--- src/rtl/noc_msg_pkg.sv ---
// -----------------------------------------------------------------------------
// noc_msg_pkg
// Shared definitions for the NoC message deserializer: flit width, header
// field positions, header field extraction helpers and the FSM state encoding.
// -----------------------------------------------------------------------------
package noc_msg_pkg;

    localparam int FLIT_W      = 64;
    localparam int LEN_HI      = 29;
    localparam int LEN_LO      = 22;
    localparam int MSG_TYPE_HI = 21;
    localparam int MSG_TYPE_LO = 14;

    typedef enum logic [1:0] {
        IDLE = 2'd0,
        BODY = 2'd1,
        DONE = 2'd2
    } state_t;

    // Payload length (in flits) carried by a header flit.
    function automatic logic [7:0] hdr_len(input logic [FLIT_W-1:0] hdr);
        return hdr[LEN_HI:LEN_LO];
    endfunction

    // Message type carried by a header flit.
    function automatic logic [7:0] hdr_msg_type(input logic [FLIT_W-1:0] hdr);
        return hdr[MSG_TYPE_HI:MSG_TYPE_LO];
    endfunction

endpackage

--- src/rtl/noc_msg_payload_buf.sv ---
// -----------------------------------------------------------------------------
// noc_msg_payload_buf
// MAX_PAYLOAD x FLIT_W payload store with a synchronous clear, an indexed
// write port and a flat read port.
//   clk      in   clock
//   rst      in   asynchronous active-high reset, clears every slot
//   clr      in   clear every slot (takes priority over a write)
//   wr_en    in   write wr_data into slot wr_idx
//   wr_idx   in   slot index; indices >= MAX_PAYLOAD never match a slot
//   wr_data  in   flit to store
//   rd_data  out  slot k at bits [k*FLIT_W +: FLIT_W]
// -----------------------------------------------------------------------------
module noc_msg_payload_buf
    import noc_msg_pkg::*;
#(
    parameter int MAX_PAYLOAD = 8
) (
    input  logic                          clk,
    input  logic                          rst,
    input  logic                          clr,
    input  logic                          wr_en,
    input  logic [7:0]                    wr_idx,
    input  logic [FLIT_W-1:0]             wr_data,
    output logic [MAX_PAYLOAD*FLIT_W-1:0] rd_data
);

    // NOTE: this array is reset because the payload output is architecturally
    // visible and must read as zero after reset; a pure datapath store that is
    // never read before being written would normally be left unreset.
    always_ff @(posedge clk or posedge rst) begin
        if (rst) begin
            rd_data <= '0;
        end else if (clr) begin
            rd_data <= '0;
        end else if (wr_en) begin
            // Decoding per slot keeps an 8-bit index from ever aliasing into
            // a valid slot when it exceeds the array size.
            for (int k = 0; k < MAX_PAYLOAD; k++) begin
                if (wr_idx == 8'(k)) begin
                    rd_data[k*FLIT_W +: FLIT_W] <= wr_data;
                end
            end
        end
    end

endmodule

--- src/rtl/noc_msg_deserializer.sv ---
// -----------------------------------------------------------------------------
// noc_msg_deserializer
// Receive-side NoC endpoint: accepts a header flit plus the payload flits it
// announces and presents the whole message as one parallel word behind a
// valid/ready handshake. One message buffer, no bypass.
//   clk           in   clock
//   rst           in   asynchronous active-high reset
//   noc_in_val    in   flit valid
//   noc_in_data   in   flit data
//   noc_in_rdy    out  registered; flit accepted when noc_in_val & noc_in_rdy
//   msg_val       out  assembled message available
//   msg_rdy       in   consumer accepts the message
//   msg_header    out  captured header flit
//   msg_len       out  header length field
//   msg_payload   out  payload flit k at bits [k*FLIT_W +: FLIT_W]
//   msg_oversize  out  header length exceeded MAX_PAYLOAD; excess dropped
//   err_count     out  saturating count of oversize messages
// -----------------------------------------------------------------------------
module noc_msg_deserializer
    import noc_msg_pkg::*;
#(
    parameter int MAX_PAYLOAD = 8
) (
    input  logic                          clk,
    input  logic                          rst,
    input  logic                          noc_in_val,
    input  logic [FLIT_W-1:0]             noc_in_data,
    output logic                          noc_in_rdy,
    output logic                          msg_val,
    input  logic                          msg_rdy,
    output logic [FLIT_W-1:0]             msg_header,
    output logic [7:0]                    msg_len,
    output logic [MAX_PAYLOAD*FLIT_W-1:0] msg_payload,
    output logic                          msg_oversize,
    output logic [15:0]                   err_count
);

    localparam logic [7:0] MAX_PAYLOAD_B = 8'(MAX_PAYLOAD);

    state_t     state, state_next;
    logic       rdy_q;
    logic [7:0] idx_q, remaining_q;
    logic       flit_xfer, msg_xfer;
    logic       hdr_capture, buf_we;
    logic [7:0] in_len;

    assign in_len     = hdr_len(noc_in_data);
    assign flit_xfer  = noc_in_val & rdy_q;
    assign msg_val    = (state == DONE);
    assign msg_xfer   = msg_val & msg_rdy;
    assign noc_in_rdy = rdy_q;

    // NOTE: sequential state uses non-blocking assignments so every register
    // samples the pre-edge values, independent of statement order.
    always_ff @(posedge clk or posedge rst) begin
        if (rst) state <= IDLE;
        else     state <= state_next;
    end

    // NOTE: every signal driven here gets a default first so no path through
    // the case leaves it unassigned, which would infer a latch.
    always_comb begin
        state_next  = state;
        hdr_capture = 1'b0;
        buf_we      = 1'b0;
        unique case (state)
            IDLE: begin
                if (flit_xfer) begin
                    hdr_capture = 1'b1;
                    state_next  = (in_len == 8'd0) ? DONE : BODY;
                end
            end
            BODY: begin
                if (flit_xfer) begin
                    // Flits beyond the buffer are still consumed, just not stored.
                    buf_we = (idx_q < MAX_PAYLOAD_B);
                    if (remaining_q == 8'd1) state_next = DONE;
                end
            end
            DONE: begin
                if (msg_rdy) state_next = IDLE;
            end
            default: state_next = IDLE;
        endcase
    end

    // Ready is derived from the next state so it is a clean register output:
    // it drops on the same edge msg_val rises and returns the edge after the
    // message handshake.
    always_ff @(posedge clk or posedge rst) begin
        if (rst) begin
            rdy_q        <= 1'b0;
            idx_q        <= '0;
            remaining_q  <= '0;
            msg_header   <= '0;
            msg_len      <= '0;
            msg_oversize <= 1'b0;
            err_count    <= '0;
        end else begin
            rdy_q <= (state_next != DONE);
            if (hdr_capture) begin
                msg_header   <= noc_in_data;
                msg_len      <= in_len;
                msg_oversize <= (in_len > MAX_PAYLOAD_B);
                idx_q        <= '0;
                remaining_q  <= in_len;
            end else if (state == BODY && flit_xfer) begin
                // idx tops out at len-1 <= 254, so the increment cannot wrap.
                idx_q       <= idx_q + 8'd1;
                remaining_q <= remaining_q - 8'd1;
            end
            if (msg_xfer && msg_oversize && err_count != 16'hFFFF) begin
                err_count <= err_count + 16'd1;
            end
        end
    end

    noc_msg_payload_buf #(
        .MAX_PAYLOAD (MAX_PAYLOAD)
    ) u_payload_buf (
        .clk     (clk),
        .rst     (rst),
        .clr     (hdr_capture),
        .wr_en   (buf_we),
        .wr_idx  (idx_q),
        .wr_data (noc_in_data),
        .rd_data (msg_payload)
    );

endmodule

--- config.mk ---
export PLATFORM = sky130hd
export DESIGN_NAME = noc_msg_deserializer
export DESIGN_NICKNAME = d
export VERILOG_FILES = /design/src/rtl/noc_msg_pkg.sv /design/src/rtl/noc_msg_payload_buf.sv /design/src/rtl/noc_msg_deserializer.sv
export SDC_FILE = /design/constraint.sdc
export NUM_CORES = 1
export LEC_CHECK = 0
export CORE_AREA = 2 2 262 264
export DETAILED_ROUTE_END_ITERATION = 10
export DIE_AREA = 0 0 264 266
export PLACE_DENSITY_LB_ADDON = 0.15
export SYNTH_ARGS = -nofsm -noshare
export SYNTH_HDL_FRONTEND = slang
export SYNTH_SLANG_ARGS = --single-unit
export TNS_END_PERCENT = 50
--- constraint.sdc ---
create_clock -name clk -period 33.5 [get_ports clk]
set_clock_uncertainty 0.05 [all_clocks]
set_input_delay 5.025 -clock clk [delete_from_list [all_inputs] [get_ports clk]]
set_output_delay 5.025 -clock clk [all_outputs]
set_load 0.02 [all_outputs]
==> flow_metrics.py, run 1 <==
metrics = {
    "critical_path": {
        "cp_data_required_time_ns": 33.94,
        "crit-reg2reg-capture": "u_payload_buf.rd_data[116]",
        "crit_path_cell_trace": "clkdlybuf4s50_1, and3b_1, buf_4, nand2_4, buf_12, buf_4, nand2_1, o21ai_0",
        "critPathMaxStageDelay_ns": 0.82,
        "end_kind": "flop",
        "arrival_ns": 8.95,
        "cp_num_buf_inv": 4,
        "crit_type": "primary input to flop",
        "crit_family": "buffers and inverters",
        "cp_max_fo": 208,
        "cp-start-kind": "primary input",
        "r2r-start": "state[0]",
        "cp.depth": 8,
        "critPathMostFrequentCell": "buf_4",
        "cp_slowest_cell": "buf_4",
        "worst-r2r-cell-count": 7,
        "r2r_slack_ns": 29.09,
    },
    "run": {
        "drv_cap": 0,
    },
    "die": {
        "initial_core_util": 0.345,
        "core_sq_um": 67700,
        "dieArea_sq_um": 70200,
        "rows": 96,
        "die_x_um": 264,
        "boundaryPins": 671,
        "die_height_um": 266,
    },
    "power_and_ir_drop": {
        "p_leak_nw": 14.4,
        "swShare": 0.301,
        "ir_drop_uv": 34.5,
        "clockPowerShare": 0.379,
        "p_int_mw": 1.36,
        "p_sw_uw": 586,
        "pwr-share-comb": 0.192,
        "total_power_mw": 1.95,
        "powerDensity_nw_per_um2": 59.5,
        "p_seq_frac": 0.428,
    },
    "timing": {
        "worstMarginPinSlew_ns": 1.17,
        "fmax_mhz": 118,
        "slew_headroom": 0.219,
        "rsz0062_at_grt": "no",
        "finalHoldViolCount": 0,
        "setup_viol": 0,
        "slew_violations": 0,
        "layout_min_cycle_time_ns": 8.51,
        "setup_tns_ns": 0,
        "finalCritPeriodShare": 0.254,
    },
    "clock_network": {
        "ctsRootBufferMaster": "clkbuf_16",
        "cts_buffers": 68,
        "cts_tree": "yes",
        "cts_resized": 0,
        "post-cts-setup-buffer-count": 0,
        "cts_max_path_buffers": 3,
        "htreeDepth": 3,
        "worstSkewPairLatency_ns": 0.59,
        "cts.sinks": 612,
        "holdBufCountCts": 0,
        "clk_pin_slew_ns": 0.06,
    },
    "grt": {
        "overflow": 0,
        "grt_max_degree": 213,
        "grt_pass1_vias": 18900,
        "grt_usage": 0.234,
        "busiest_layer": "met2",
        "met2_usage": 0.384,
        "gr-usage-met1": 0.301,
        "use_met3": 0.0586,
        "grt_pass1_wl_mm": 125,
        "antenna_found_initial": 0,
    },
    "placement": {
        "dpl.hpwl_mm": 57.0,
        "place_congestion": 0.838,
        "dpl.cell_count": 3595,
        "portBuffers": 670,
    },
    "synth": {
        "netlist_instances": 2212,
        "yosysWarnings": 0,
        "ys_seq_elements": 612,
        "synth-seq-area-share": 0.655,
        "synth.distinct_cells": 46,
        "synth.cell_area_sq_um": 23400,
        "avgSynthCellArea_sq_um": 10.6,
        "synthArstFlopShare": 1.00,
        "synth_ff_type": "dfrtp_1",
        "syn_nets": 2287,
        "synth_edf_count": 0,
    },
    "final_layout": {
        "syn_to_final_growth_pct": 40.3,
        "final_common_cell": "clkdlybuf4s50_1",
        "seq_area_sq_um": 15300,
        "multi_input_area_sq_um": 7190,
        "final_cell_mix": "670 x clkdlybuf4s50_1, 612 x dfrtp_1, 471 x nand3_1",
        "fin_nets": 2858,
        "stdcell_count": 3713,
        "fillCellCount": 6207,
        "drive_gt1_frac": 0.0509,
    },
    "detailed_routing": {
        "vias_per_cell": 5.23,
        "wl_mm": 83.7,
        "drc": 0,
        "drtIter0Drc": 1476,
        "num_vias": 19400,
        "wl_per_cell_um": 22.5,
        "dr.pass1.iters": 5,
        "ant_nets": 0,
    },
    "worst_hold_path": {
        "hold_start": "msg_header[7]",
        "worstHoldPathCells": 2,
        "hp-class": "flop to flop",
        "holdPathEnd": "msg_header[7]",
    },
    "run_status": {
        "status": "completed",
    },
}
## metrics by stage
| stage | hold WS [ns] | area, sq um | utilization | worst slack [ns] |
|---|---|---|---|---|
| after detailed placement | 0.411 | 30600 | 0.452 | 24.45 |
| after floorplan | 0.462 | 23400 | - | 11.29 |
| final | 0.423 | 32800 | 0.484 | 24.99 |
| after CTS | 0.425 | 32800 | 0.484 | 25.08 |
| after global placement | 0.407 | 30600 | 0.452 | 24.57 |
| after global routing | 0.446 | 32800 | 0.484 | 24.65 |
## cells by family (layout without fill, tap and decap cells)
family,Yosys count,after routing,synth area share
compound gates,558,558,0.132
xor+xnor,11,11,0.00412
fa+ha+maj,7,7,0.00375
buf+inv,204,822,0.0378
flops,612,612,0.655
mux,4,4,0.00177
other cells,0,1,0
simple gates,816,816,0.165
## metal layers
metal  share of wire  up-vias
li1                -     8900
met1            0.42     9761
met2            0.48      661
met3           0.070      114
met4           0.032        0
met5               0        -
## worst reg2reg max path, stage by stage (launching register included)
cell	delay [ns]
dfrtp_1	0.35
buf_4	0.28
clkinv_1	0.43
nand2_4	0.81
buf_12	0.60
buf_4	1.11
nand2_1	0.42
o21ai_0	0.26
## power groups by stage
stage | registers (mW) | logic, mW | clock network, mW
global route | 0.843 | 0.409 | 0.789
global placement | 0.847 | 0.372 | 0
finish | 0.836 | 0.375 | 0.740
CTS | 0.836 | 0.379 | 0.761
detailed placement | 0.848 | 0.378 | 0
floorplan | 0.893 | 0.162 | 0
## sequential cells by signal, summed over array words and instances, names as in the netlist
register / count
u_payload_buf.rd_data: 512
msg_header: 64
err_count: 16
idx_q: 8
remaining_q: 8
state: 2
msg_oversize: 1
noc_in_rdy: 1
## cell type report
cell class | instances | area share
antenna | 1 | 0.0000763
clock buffer | 98 | 0.0612
clock inverter | 19 | 0.00572
inverter | 6 | 0.000916
multi-input combinational | 1396 | 0.219
sequential | 612 | 0.467
tap | 882 | 0.0337
timing repair buffer | 699 | 0.212
## cell usage after synthesis, types with 6 or more instances
| library cell | instances | share of area |
|---|---|---|
| nand2_1 | 278 | 0.045 |
| a22o_1 | 64 | 0.024 |
| clkbuf_1 | 117 | 0.019 |
| a21oi_1 | 13 | 0.0028 |
| nor3_1 | 8 | 0.0017 |
| buf_6 | 6 | 0.0029 |
| xnor2_1 | 7 | 0.0026 |
| buf_2 | 30 | 0.0064 |
| o21ai_0 | 461 | 0.099 |
| buf_1 | 36 | 0.0058 |
| dfrtp_1 | 612 | 0.66 |
| nand3_1 | 471 | 0.10 |
| ha_1 | 7 | 0.0037 |
| nand4_1 | 11 | 0.0029 |
| buf_4 | 9 | 0.0029 |
| nor2_1 | 9 | 0.0014 |
| and3_1 | 8 | 0.0021 |
## how the worst max path moves through the flow
stage                from                          to
3_3_place_gp          rst              msg_header[21]
4_1_cts               rst   u_payload_buf.rd_data[18]
2_1_floorplan         rst                err_count[0]
5_1_grt               rst   u_payload_buf.rd_data[18]
3_5_place_dp          rst              msg_header[21]
6_report       noc_in_val  u_payload_buf.rd_data[116]
Note: power is estimated with default switching activity, not from simulation.
==> run 2: changes to the inputs <==
Settings changed: CORE_AREA 2 2 262 264 to 2 2 258 260, DIE_AREA 0 0 264 266 to 0 0 260 262.
Clock period 33.5 ns to 6.9 ns, I/O delays scaled along.
==> flow_metrics.py, run 2 (synthesized netlist as in run 1, its figures left out) <==
metrics = {
    "run_status": {
        "status": "completed",
    },
    "die": {
        "dieArea_sq_um": 68100,
        "core_sq_um": 65300,
        "die_height_um": 262,
        "initial_core_util": 0.358,
        "boundaryPins": 671,
        "die_x_um": 260,
        "rows": 94,
    },
    "clock_network": {
        "htreeDepth": 3,
        "cts_max_path_buffers": 3,
        "cts_tree": "yes",
        "ctsRootBufferMaster": "clkbuf_16",
        "cts_resized": 0,
        "clk_pin_slew_ns": 0.06,
        "post-cts-setup-buffer-count": 0,
        "holdBufCountCts": 0,
        "cts.sinks": 612,
        "worstSkewPairLatency_ns": 0.59,
        "cts_buffers": 70,
    },
    "timing": {
        "setup_viol": 0,
        "rsz0062_at_grt": "no",
        "finalCritPeriodShare": 0.504,
        "finalHoldViolCount": 0,
        "slew_headroom": 0.354,
        "fmax_mhz": 288,
        "setup_tns_ns": 0,
        "worstMarginPinSlew_ns": 0.969,
        "timing.final.ws_setup_ns": 3.43,
        "slew_violations": 0,
        "layout_min_cycle_time_ns": 3.47,
    },
    "critical_path": {
        "cp_data_required_time_ns": 7.36,
        "cp-start-kind": "primary input",
        "arrival_ns": 3.93,
        "crit_type": "primary input to flop",
        "cp_max_fo": 128,
        "end_kind": "flop",
        "r2r_slack_ns": 3.94,
    },
    "placement": {
        "dpl.hpwl_mm": 58.2,
        "preCtsSetupSlack_ns": 2.90,
        "placed_area_sq_um": 30700,
        "portBuffers": 670,
        "place_congestion": 0.872,
    },
    "run": {
        "drv_cap": 0,
    },
    "power_and_ir_drop": {
        "p_sw_mw": 2.89,
        "pwr-share-comb": 0.191,
        "p_int_mw": 6.75,
        "p_seq_frac": 0.421,
        "swShare": 0.300,
        "powerDensity_nw_per_um2": 292,
        "p_leak_nw": 14.5,
        "total_power_mw": 9.64,
        "clockPowerShare": 0.387,
        "ir_drop_uv": 206,
    },
    "detailed_routing": {
        "wl_per_cell_um": 22.8,
        "wl_mm": 84.6,
        "ant_nets": 0,
        "dr.pass1.iters": 5,
        "drtIter0Drc": 1572,
        "drc": 0,
        "num_vias": 19400,
        "vias_per_cell": 5.23,
    },
    "final_layout": {
        "syn_to_final_growth_pct": 41.2,
        "drive_gt1_frac": 0.0531,
        "seq_area_sq_um": 15300,
        "final_cell_mix": "670 x clkdlybuf4s50_1, 612 x dfrtp_1, 471 x nand3_1",
        "fillCellCount": 5927,
        "fin_nets": 2866,
        "finalInstanceArea_sq_um": 33000,
        "multi_input_area_sq_um": 7190,
        "reg_top3": "u_payload_buf.rd_data (512), msg_header (64), err_count (16)",
        "final_common_cell": "clkdlybuf4s50_1",
        "largest_reg_flops": 512,
        "regMostFlops": "u_payload_buf.rd_data",
    },
    "grt": {
        "grt_usage": 0.242,
        "grt_max_degree": 172,
        "grt_pass1_vias": 18800,
        "grt_pass1_wl_mm": 124,
        "antenna_found_initial": 1,
        "overflow": 0,
    },
    "worst_hold_path": {
        "hp-class": "flop to flop",
    },
}
run 2: cell count changes in the layout (fill, tap and decap cells not counted), sizes merged:
cell / previous run / this run
diode: 1 / 2
clkinv: 12 / 13
bufinv: 3 / 5
inv: 9 / 6
clkbuf: 98 / 105
clkinvlp: 1 / 4
buf: 29 / 35
run 2: final cells by class:
type                       instances  share of cell area
antenna                            2            0.000152
clock buffer                     105              0.0617
clock inverter                    22             0.00827
inverter                           6            0.000796
multi-input combinational       1396               0.218
sequential                       612               0.464
tap                              864              0.0328
timing repair buffer             705               0.214
run 2: path summary, 6_finish.rpt:
check,start,depth (start not counted),endpoint
worst max-delay path,noc_in_val,7,u_payload_buf.rd_data[504]
worst min-delay path,msg_header[46],2,msg_header[46]
worst max register to register,state[1],6,u_payload_buf.rd_data[504]
worst min register to register,msg_header[46],2,msg_header[46]
max in group asynchronous,rst,4,u_payload_buf.rd_data[214]
min in group asynchronous,rst,2,u_payload_buf.rd_data[249]
run 2: worst max-delay path, stage by stage:
cell             delay (ns)
clkdlybuf4s50_1        0.49
and3b_1                0.23
buf_4                  0.23
nand2_4                0.65
buf_12                 0.47
nand2_1                0.34
o21ai_0                0.24
run 2: per-stage QoR:
| step | utilization | hold slack [ns] | cells |
|---|---|---|---|
| floorplan | - | 0.462 | 2212 |
| global placement | 0.470 | 0.411 | 3583 |
| detailed placement | 0.470 | 0.411 | 3583 |
| CTS | 0.505 | 0.426 | 3710 |
| global route | 0.505 | 0.435 | 3710 |
| finish | 0.505 | 0.423 | 3712 |
run 2: metal layers:
metal / vias to the layer above / wire (um) / global-route usage
met5: - / 0 / 0
met3: 133 / 6480 / 0.0608
met1: 9652 / 35400 / 0.320
met2: 675 / 39800 / 0.385
met4: 0 / 2900 / 0.0931
li1: 8955 / - / -
run 2: power groups by stage:
stage          Sequential (mW)  Clock, mW  Combinational (mW)
2_1_floorplan             4.34          0               0.788
3_3_place_gp              4.11          0                1.82
3_5_place_dp              4.12          0                1.86
4_1_cts                   4.06       3.83                1.86
5_1_grt                   4.09       3.97                2.01
6_report                  4.06       3.73                1.84
